`config.mk`:
```
export PLATFORM = sky130hd
export DESIGN_NAME = uart_param
export DESIGN_NICKNAME = d
export VERILOG_FILES = /design/src/rtl/uart_param.sv
export SDC_FILE = /design/constraint.sdc
export NUM_CORES = 1
export LEC_CHECK = 0
export BUFFER_PORTS_ARGS = -buffer_cell sky130_fd_sc_hd__clkbuf_2
export CELL_PAD_IN_SITES_DETAIL_PLACEMENT = 1
export CELL_PAD_IN_SITES_GLOBAL_PLACEMENT = 1
export CORE_MARGIN = 2
export CORE_UTILIZATION = 40
export CTS_BUF_LIST = sky130_fd_sc_hd__clkbuf_8
export CTS_CLUSTER_SIZE = 40
export DETAILED_ROUTE_END_ITERATION = 7
export GPL_ROUTABILITY_DRIVEN = 0
export PLACE_DENSITY = 0.64
export RECOVER_POWER = 50
export SLEW_MARGIN = 20
export SYNTH_ARGS = -nofsm -noshare
export SYNTH_HDL_FRONTEND = slang
export SYNTH_SLANG_ARGS = --single-unit
```
`constraint.sdc`:
```
create_clock -name clk_main -period 2.8 [get_ports clk_main]
set_input_delay 0.7 -clock clk_main [delete_from_list [all_inputs] [get_ports clk_main]]
set_output_delay 0.7 -clock clk_main [all_outputs]
set_load 0.02 [all_outputs]
```
`src/rtl/uart_param.sv`:
```
// Parametrised single-clock UART with TX/RX FIFOs, optional parity, 1 or 2 stop bits
// and sticky RX error reporting. Baud timing is a clk_main divider; no derived clocks.
module uart_param #(
  parameter int CLK_FREQ_HZ = 12000000,
  parameter int BAUD_HZ     = 9600,
  parameter int DATA_BITS   = 8,
  parameter int PARITY      = 0,
  parameter int STOP_BITS   = 1,
  parameter int FIFO_LOG2   = 4
) (
  input  logic                 clk_main,
  input  logic                 rst_n,
  input  logic [DATA_BITS-1:0] tx_data,
  input  logic                 tx_valid,
  output logic                 tx_ready,
  output logic                 tx_busy,
  output logic [DATA_BITS-1:0] rx_data,
  output logic                 rx_parity_err,
  output logic                 rx_valid,
  input  logic                 rx_ack,
  output logic                 rx_frame_err,
  output logic                 rx_overrun,
  input  logic                 err_clear,
  output logic [FIFO_LOG2:0]   tx_level,
  output logic [FIFO_LOG2:0]   rx_level,
  output logic                 uart_tx,
  input  logic                 uart_rx
);

  localparam int DIV   = CLK_FREQ_HZ / BAUD_HZ;
  localparam int CW    = $clog2(DIV) + 1;
  localparam int DEPTH = 1 << FIFO_LOG2;
  localparam logic [CW-1:0]      BIT_END  = CW'(DIV - 1);
  localparam logic [CW-1:0]      HALF_END = CW'(DIV / 2 - 1);
  localparam logic [CW-1:0]      STOP_END = CW'(STOP_BITS * DIV - 1);
  localparam logic [FIFO_LOG2:0] FULL     = (FIFO_LOG2 + 1)'(DEPTH);
  localparam logic [3:0]         LAST_BIT = 4'(DATA_BITS - 1);

  function automatic logic par_bit(input logic [DATA_BITS-1:0] d);
    if (PARITY == 2) begin
      return ~(^d);
    end else begin
      return ^d;
    end
  endfunction

  typedef enum logic [2:0] {TX_IDLE, TX_START, TX_DATA, TX_PAR, TX_STOP} tx_state_e;
  typedef enum logic [2:0] {RX_IDLE, RX_START, RX_DATA, RX_PAR, RX_STOP, RX_WAIT_HIGH} rx_state_e;

  // ---------------- TX FIFO ----------------
  logic [DATA_BITS-1:0] tx_mem [DEPTH];
  logic [FIFO_LOG2-1:0] tx_wp_q, tx_wp_d, tx_rp_q, tx_rp_d;
  logic [FIFO_LOG2:0]   tx_cnt_q, tx_cnt_d;
  logic                 tx_push, tx_pop, tx_empty;
  logic [DATA_BITS-1:0] tx_head;

  assign tx_ready = (tx_cnt_q != FULL);
  assign tx_push  = tx_valid & tx_ready;
  assign tx_empty = (tx_cnt_q == {(FIFO_LOG2 + 1){1'b0}});
  assign tx_head  = tx_mem[tx_rp_q];
  assign tx_level = tx_cnt_q;

  always_comb begin
    tx_wp_d = tx_push ? tx_wp_q + FIFO_LOG2'(1) : tx_wp_q;
    tx_rp_d = tx_pop  ? tx_rp_q + FIFO_LOG2'(1) : tx_rp_q;
    if (tx_push && !tx_pop) begin
      tx_cnt_d = tx_cnt_q + (FIFO_LOG2 + 1)'(1);
    end else if (!tx_push && tx_pop) begin
      tx_cnt_d = tx_cnt_q - (FIFO_LOG2 + 1)'(1);
    end else begin
      tx_cnt_d = tx_cnt_q;
    end
  end

  always_ff @(posedge clk_main) begin
    if (tx_push) begin
      tx_mem[tx_wp_q] <= tx_data;
    end
  end

  // ---------------- TX FSM ----------------
  tx_state_e            tx_state_q, tx_state_d;
  logic [CW-1:0]        tx_baud_q, tx_baud_d;
  logic [3:0]           tx_bit_q, tx_bit_d;
  logic [DATA_BITS-1:0] tx_sr_q, tx_sr_d;
  logic                 tx_par_q, tx_par_d;
  logic                 uart_tx_q, uart_tx_d;

  always_comb begin
    tx_state_d = tx_state_q;
    tx_baud_d  = tx_baud_q + CW'(1);
    tx_bit_d   = tx_bit_q;
    tx_sr_d    = tx_sr_q;
    tx_par_d   = tx_par_q;
    tx_pop     = 1'b0;
    case (tx_state_q)
      TX_IDLE: begin
        tx_baud_d = CW'(0);
        if (!tx_empty) begin
          tx_pop     = 1'b1;
          tx_sr_d    = tx_head;
          tx_par_d   = par_bit(tx_head);
          tx_state_d = TX_START;
        end else begin
          tx_state_d = TX_IDLE;
        end
      end
      TX_START: begin
        if (tx_baud_q == BIT_END) begin
          tx_baud_d  = CW'(0);
          tx_bit_d   = 4'd0;
          tx_state_d = TX_DATA;
        end else begin
          tx_state_d = TX_START;
        end
      end
      TX_DATA: begin
        if (tx_baud_q == BIT_END) begin
          tx_baud_d = CW'(0);
          tx_sr_d   = {1'b0, tx_sr_q[DATA_BITS-1:1]};
          if (tx_bit_q == LAST_BIT) begin
            tx_state_d = (PARITY != 0) ? TX_PAR : TX_STOP;
          end else begin
            tx_bit_d = tx_bit_q + 4'd1;
          end
        end else begin
          tx_state_d = TX_DATA;
        end
      end
      TX_PAR: begin
        if (tx_baud_q == BIT_END) begin
          tx_baud_d  = CW'(0);
          tx_state_d = TX_STOP;
        end else begin
          tx_state_d = TX_PAR;
        end
      end
      TX_STOP: begin
        if (tx_baud_q == STOP_END) begin
          tx_baud_d = CW'(0);
          // Chain straight into the next start bit so back-to-back frames have no gap
          if (!tx_empty) begin
            tx_pop     = 1'b1;
            tx_sr_d    = tx_head;
            tx_par_d   = par_bit(tx_head);
            tx_state_d = TX_START;
          end else begin
            tx_state_d = TX_IDLE;
          end
        end else begin
          tx_state_d = TX_STOP;
        end
      end
      default: begin
        tx_state_d = TX_IDLE;
        tx_baud_d  = CW'(0);
      end
    endcase
  end

  always_comb begin
    case (tx_state_q)
      TX_IDLE:  uart_tx_d = 1'b1;
      TX_START: uart_tx_d = 1'b0;
      TX_DATA:  uart_tx_d = tx_sr_q[0];
      TX_PAR:   uart_tx_d = tx_par_q;
      TX_STOP:  uart_tx_d = 1'b1;
      default:  uart_tx_d = 1'b1;
    endcase
  end

  assign uart_tx = uart_tx_q;
  assign tx_busy = (tx_state_q != TX_IDLE) | ~tx_empty;

  always_ff @(posedge clk_main or negedge rst_n) begin
    if (!rst_n) begin
      tx_wp_q    <= {FIFO_LOG2{1'b0}};
      tx_rp_q    <= {FIFO_LOG2{1'b0}};
      tx_cnt_q   <= {(FIFO_LOG2 + 1){1'b0}};
      tx_state_q <= TX_IDLE;
      tx_baud_q  <= CW'(0);
      tx_bit_q   <= 4'd0;
      tx_sr_q    <= {DATA_BITS{1'b0}};
      tx_par_q   <= 1'b0;
      uart_tx_q  <= 1'b1;
    end else begin
      tx_wp_q    <= tx_wp_d;
      tx_rp_q    <= tx_rp_d;
      tx_cnt_q   <= tx_cnt_d;
      tx_state_q <= tx_state_d;
      tx_baud_q  <= tx_baud_d;
      tx_bit_q   <= tx_bit_d;
      tx_sr_q    <= tx_sr_d;
      tx_par_q   <= tx_par_d;
      uart_tx_q  <= uart_tx_d;
    end
  end

  // ---------------- RX synchroniser, FSM and FIFO ----------------
  logic                 rx_meta_q, rx_sync_q;
  rx_state_e            rx_state_q, rx_state_d;
  logic [CW-1:0]        rx_baud_q, rx_baud_d;
  logic [3:0]           rx_bit_q, rx_bit_d;
  logic [DATA_BITS-1:0] rx_sr_q, rx_sr_d;
  logic                 rx_perr_q, rx_perr_d;
  logic                 rx_ferr_q, rx_ferr_d, rx_ovr_q, rx_ovr_d;
  logic                 ferr_set, ovr_set, rx_push, rx_pop;
  logic [DATA_BITS:0]   rx_mem [DEPTH];
  logic [DATA_BITS:0]   rx_head;
  logic [FIFO_LOG2-1:0] rx_wp_q, rx_wp_d, rx_rp_q, rx_rp_d;
  logic [FIFO_LOG2:0]   rx_cnt_q, rx_cnt_d;

  always_comb begin
    rx_state_d = rx_state_q;
    rx_baud_d  = rx_baud_q + CW'(1);
    rx_bit_d   = rx_bit_q;
    rx_sr_d    = rx_sr_q;
    rx_perr_d  = rx_perr_q;
    rx_push    = 1'b0;
    ferr_set   = 1'b0;
    ovr_set    = 1'b0;
    case (rx_state_q)
      RX_IDLE: begin
        rx_baud_d = CW'(0);
        if (!rx_sync_q) begin
          rx_state_d = RX_START;
        end else begin
          rx_state_d = RX_IDLE;
        end
      end
      RX_START: begin
        if (rx_baud_q == HALF_END) begin
          rx_baud_d = CW'(0);
          rx_bit_d  = 4'd0;
          rx_perr_d = 1'b0;
          rx_state_d = rx_sync_q ? RX_IDLE : RX_DATA;
        end else begin
          rx_state_d = RX_START;
        end
      end
      RX_DATA: begin
        if (rx_baud_q == BIT_END) begin
          rx_baud_d = CW'(0);
          rx_sr_d   = {rx_sync_q, rx_sr_q[DATA_BITS-1:1]};
          if (rx_bit_q == LAST_BIT) begin
            rx_state_d = (PARITY != 0) ? RX_PAR : RX_STOP;
          end else begin
            rx_bit_d = rx_bit_q + 4'd1;
          end
        end else begin
          rx_state_d = RX_DATA;
        end
      end
      RX_PAR: begin
        if (rx_baud_q == BIT_END) begin
          rx_baud_d  = CW'(0);
          rx_perr_d  = (rx_sync_q != par_bit(rx_sr_q));
          rx_state_d = RX_STOP;
        end else begin
          rx_state_d = RX_PAR;
        end
      end
      RX_STOP: begin
        // Back to IDLE at mid-stop so the next start edge is never missed
        if (rx_baud_q == BIT_END) begin
          rx_baud_d = CW'(0);
          if (rx_sync_q) begin
            rx_state_d = RX_IDLE;
            if (rx_cnt_q != FULL) begin
              rx_push = 1'b1;
            end else begin
              ovr_set = 1'b1;
            end
          end else begin
            ferr_set   = 1'b1;
            rx_state_d = RX_WAIT_HIGH;
          end
        end else begin
          rx_state_d = RX_STOP;
        end
      end
      RX_WAIT_HIGH: begin
        rx_baud_d  = CW'(0);
        rx_state_d = rx_sync_q ? RX_IDLE : RX_WAIT_HIGH;
      end
      default: begin
        rx_state_d = RX_IDLE;
        rx_baud_d  = CW'(0);
      end
    endcase
  end

  always_comb begin
    if (ferr_set) begin
      rx_ferr_d = 1'b1;
    end else if (err_clear) begin
      rx_ferr_d = 1'b0;
    end else begin
      rx_ferr_d = rx_ferr_q;
    end
    if (ovr_set) begin
      rx_ovr_d = 1'b1;
    end else if (err_clear) begin
      rx_ovr_d = 1'b0;
    end else begin
      rx_ovr_d = rx_ovr_q;
    end
  end

  assign rx_pop  = rx_ack & (rx_cnt_q != {(FIFO_LOG2 + 1){1'b0}});
  assign rx_head = rx_mem[rx_rp_q];

  always_comb begin
    rx_wp_d = rx_push ? rx_wp_q + FIFO_LOG2'(1) : rx_wp_q;
    rx_rp_d = rx_pop  ? rx_rp_q + FIFO_LOG2'(1) : rx_rp_q;
    if (rx_push && !rx_pop) begin
      rx_cnt_d = rx_cnt_q + (FIFO_LOG2 + 1)'(1);
    end else if (!rx_push && rx_pop) begin
      rx_cnt_d = rx_cnt_q - (FIFO_LOG2 + 1)'(1);
    end else begin
      rx_cnt_d = rx_cnt_q;
    end
  end

  always_ff @(posedge clk_main) begin
    if (rx_push) begin
      rx_mem[rx_wp_q] <= {rx_perr_q, rx_sr_q};
    end
  end

  always_ff @(posedge clk_main or negedge rst_n) begin
    if (!rst_n) begin
      rx_meta_q  <= 1'b1;
      rx_sync_q  <= 1'b1;
      rx_state_q <= RX_IDLE;
      rx_baud_q  <= CW'(0);
      rx_bit_q   <= 4'd0;
      rx_sr_q    <= {DATA_BITS{1'b0}};
      rx_perr_q  <= 1'b0;
      rx_ferr_q  <= 1'b0;
      rx_ovr_q   <= 1'b0;
      rx_wp_q    <= {FIFO_LOG2{1'b0}};
      rx_rp_q    <= {FIFO_LOG2{1'b0}};
      rx_cnt_q   <= {(FIFO_LOG2 + 1){1'b0}};
    end else begin
      rx_meta_q  <= uart_rx;
      rx_sync_q  <= rx_meta_q;
      rx_state_q <= rx_state_d;
      rx_baud_q  <= rx_baud_d;
      rx_bit_q   <= rx_bit_d;
      rx_sr_q    <= rx_sr_d;
      rx_perr_q  <= rx_perr_d;
      rx_ferr_q  <= rx_ferr_d;
      rx_ovr_q   <= rx_ovr_d;
      rx_wp_q    <= rx_wp_d;
      rx_rp_q    <= rx_rp_d;
      rx_cnt_q   <= rx_cnt_d;
    end
  end

  assign rx_data       = rx_head[DATA_BITS-1:0];
  assign rx_parity_err = rx_head[DATA_BITS];
  assign rx_valid      = (rx_cnt_q != {(FIFO_LOG2 + 1){1'b0}});
  assign rx_level      = rx_cnt_q;
  assign rx_frame_err  = rx_ferr_q;
  assign rx_overrun    = rx_ovr_q;

endmodule

```
==> metrics.md <==
| Metric | Value |
|---|---|
| Ys Warns | `0` |
| CP Max Fanout | `8` |
| Initial antenna violation count | `0` |
| Dpl hpwl | `20.37 mm` |
| Reg2reg setup slack | `70 ps` |
| Count of different cell masters after synthesis | `51` |
| First-pass GRT wire length | `50.03 mm` |
| Fmax | `0.3125 GHz` |
| Area contributors post-synth | `edfxtp_1 55%, dfrtp_1 14%, mux4_2 12%` |
| Largest net degree at the start of global routing | `40` |
| CP Launch Type | `flip-flop` |
| Full die area | `0.03881 mm²` |
| Number of cell rows | `70` |
| Area Overhead vs Synth | `18.77%` |
| Setup violators final | `9` |
| Hold buffer count at cts | `0` |
| Total track usage | `16.98%` |
| CTS sink cnt | `359` |
| Clock Latency Late Sink | `640 ps` |
| Outcome | `finished, violations left` |
| Failing checks | `capacitance limit, slew limit, setup timing` |
| Critical Path RT | `between 2000 and 2500 ps` |
| Synthesized area | `approximately 0.015 mm²` |
| I/O pin count | `39` |
| Final global-route overflow total | `0` |
| Layout cells sized above 1 | `just over 30%` |
| Pleak | `6.113 nW` |
| Yosys reg bits | `359` |
| Clock-pin slew on the worst setup and hold paths | `60 ps` |
| CTS tree | `yes` |
| Syn_nets | `~930` |
| Worst slack at placement | `-5.178 ps` |
| Final Hold Fails | `0` |
| Vias | `7,894` |
| First-pass DRT Iterations | `4` |
| Final setup margin | `-399.8 ps` |
| Critical path class | `flip-flop to output pin` |
| Area share of the largest cell type after synthesis | `54.81%` |
| Die height | `197.0 µm` |
| Buffers on Ports | `38` |
| Fill cells | `3,575` |
| Arr. time, crit path | `2500 ps` |
| Antenna Nets Post-Route | `0` |
| Tmin final | `3200 ps` |
| Max Cap Viol | `1` |
| Final cycle utilization of the critical path | `114.3%` |
| Ys async rst share | `24.23%` |
| Total core area | `0.03661 mm²` |
| Design area | `0.01770 mm²` |
| ANT cells | `0` |
| Synth area leader | `edfxtp_1` |
| DRC Markers | `0` |
| FF-to-FF Start | `rx_baud_q[3]` |
| Nature of the critical path endpoint | `output pin` |
| Pwr per Cell Area | `663.1 mW/mm²` |
| CTS max path bufs | `3` |
| Routed len/inst | `a little over 20 µm` |
| Worst-Margin Slew | `about 2300 ps` |
| Max-slew violations | `39` |
| Total power | `11.74 mW` |
| CTS buffer count | `60` |
| Final setup TNS | `-3435 ps` |
| Initial Util | `between 40% and 50%` |
| Max VDD drop | `0.4381 mV` |
| Sequential area share after synthesis | `between 60% and 70%` |
| Nets | `around 1,100` |
| Hold Path Class | `input pin to flip-flop` |
| Syn Inst Count | `between 800 and 900` |
| Number of synthesized flops with an enable pin | `272` |
| Worst rel slew slack | `-50.19%` |
| Routed WL | `31.59 mm` |
| RSZ-0062 raised after global routing | `yes` |
| DR vias/cell | `roughly 5.1` |
| Cell Area, Placed | `~0.016 mm²` |
| Die width | `between 150 and 200 µm` |
| H-tree depth | `2` |
| Post-synth top flop | `edfxtp_1` |
| Hold Path Origin | `uart_rx` |
| Worst-case clock skew | `21.53 ps` |
| Root Driver | `clkbuf_8` |
| Syn avg cell area | `16.84 µm²` |
| Number of global-route vias before repair | `8,738` |
| Iteration-0 DRC Markers | `414` |
| Setup crit start | `rx_rp_q[0]` |
-- cells by family (layout without fill, tap and decap cells) --
kind of cell / after synthesis / after routing / share of synthesized area, %
AO/OA/AOI/OAI: 71 / 71 / 3.048
XOR/XNOR: 60 / 60 / 3.526
adder cells (fa/ha/maj): 28 / 28 / 2.452
buffers and inverters: 65 / 261 / 1.738
flip-flops: 359 / 359 / 69.45
multiplexers: 97 / 97 / 13.08
AND/OR/NAND/NOR: 205 / 205 / 6.709
-- through the flow --
stage,util (%),hold WS (ps),cells
after floorplan,-,345.2,885
after global placement,44.14,347.6,1425
after detailed placement,44.14,349.0,1425
after CTS,48.02,15.56,1545
after global routing,48.34,112.2,1549
final,48.34,156.6,1549
-- repair_timing --
| item | 4_1_cts | 5_1_grt |
|---|---|---|
| gates cloned | 2 | 1 |
| gates resized for setup | 23 | 36 |
| buffers inserted | 4 | 3 |
| endpoints found under the setup margin | 11 | 11 |
| pin swaps | 1 | 13 |
-- layout by cell type (no fill, tap or decap), drive strengths merged, types with 16 or more instances in the layout --
cell type	synthesis	layout
clkinv	0	23
xnor2	43	43
nor2	58	58
edfxtp	272	272
clkbuf	23	103
mux4	77	77
a22oi	16	16
and2	21	21
o21ai	29	29
ha	26	26
nand2	57	57
buf	14	87
dfrtp	84	84
xor2	17	17
inv	28	44
-- critical path, stage by stage (launching register included) --
cell and delay [ps]:
dfrtp_2 370, buf_12 150, buf_16 150, mux4_2 550, mux4_2 490, buf_6 150
-- flip-flops by register name, indices dropped and copies added (netlist names), 5 cells and up --
name / cells
tx_level: 5
tx_mem: 128
rx_level: 5
tx_baud_q: 12
tx_sr_q: 8
rx_baud_q: 12
rx_sr_q: 8
rx_mem: 144
-- report_power, final --
group          switching (mW)  leakage [nW]  internal (mW)
logic                   0.581          2.14          0.393
registers               0.137          3.28           5.97
clock network            2.15         0.698           2.51
total                    2.87          6.11           8.87
-- cells in the mapped netlist (13+ instances only) --
master / count
and2_1: 21
clkbuf_1: 23
edfxtp_1: 272
xor2_1: 17
nand2_1: 57
mux4_2: 77
ha_1: 26
o21ai_0: 27
nor2_1: 57
nand3_1: 13
inv_1: 27
a22oi_1: 16
xnor2_1: 43
dfrtp_1: 84
-- final timing paths --
path	to	cells after the start
setup / recovery	rx_data[0]	5
hold / removal	rx_meta_q	1
setup reg to reg	rx_level[4]	13
hold reg to reg	rx_sync_q	0
max in group asynchronous	tx_rp_q[0]	2
min in group asynchronous	rx_baud_q[11]	1
-- per-layer routing --
metal  wire length [µm]  vias up  global-route usage (%)  part of all wire [%]
li1                   -     3666                       -                     -
met3               1110       34                   3.124                   3.5
met5                  0        -                       0                     0
met2              16540      119                   29.87                    52
met1              13390     4075                   21.04                    42
met4                553        0                   6.126                   1.8
-- cell type report --
class                   count  area [µm²]  share of cell area [%]
clock buffers              71       977.2                   5.521
clock inverters            43       254.0                   1.435
inverters                  28       107.6                  0.6080
multi-input cells         461        4424                   25.00
flip-flops and latches    359       10350                   58.49
well taps                 468       585.6                   3.309
repair buffers            119       997.2                   5.635
Note: power is estimated with default switching activity, not from simulation.
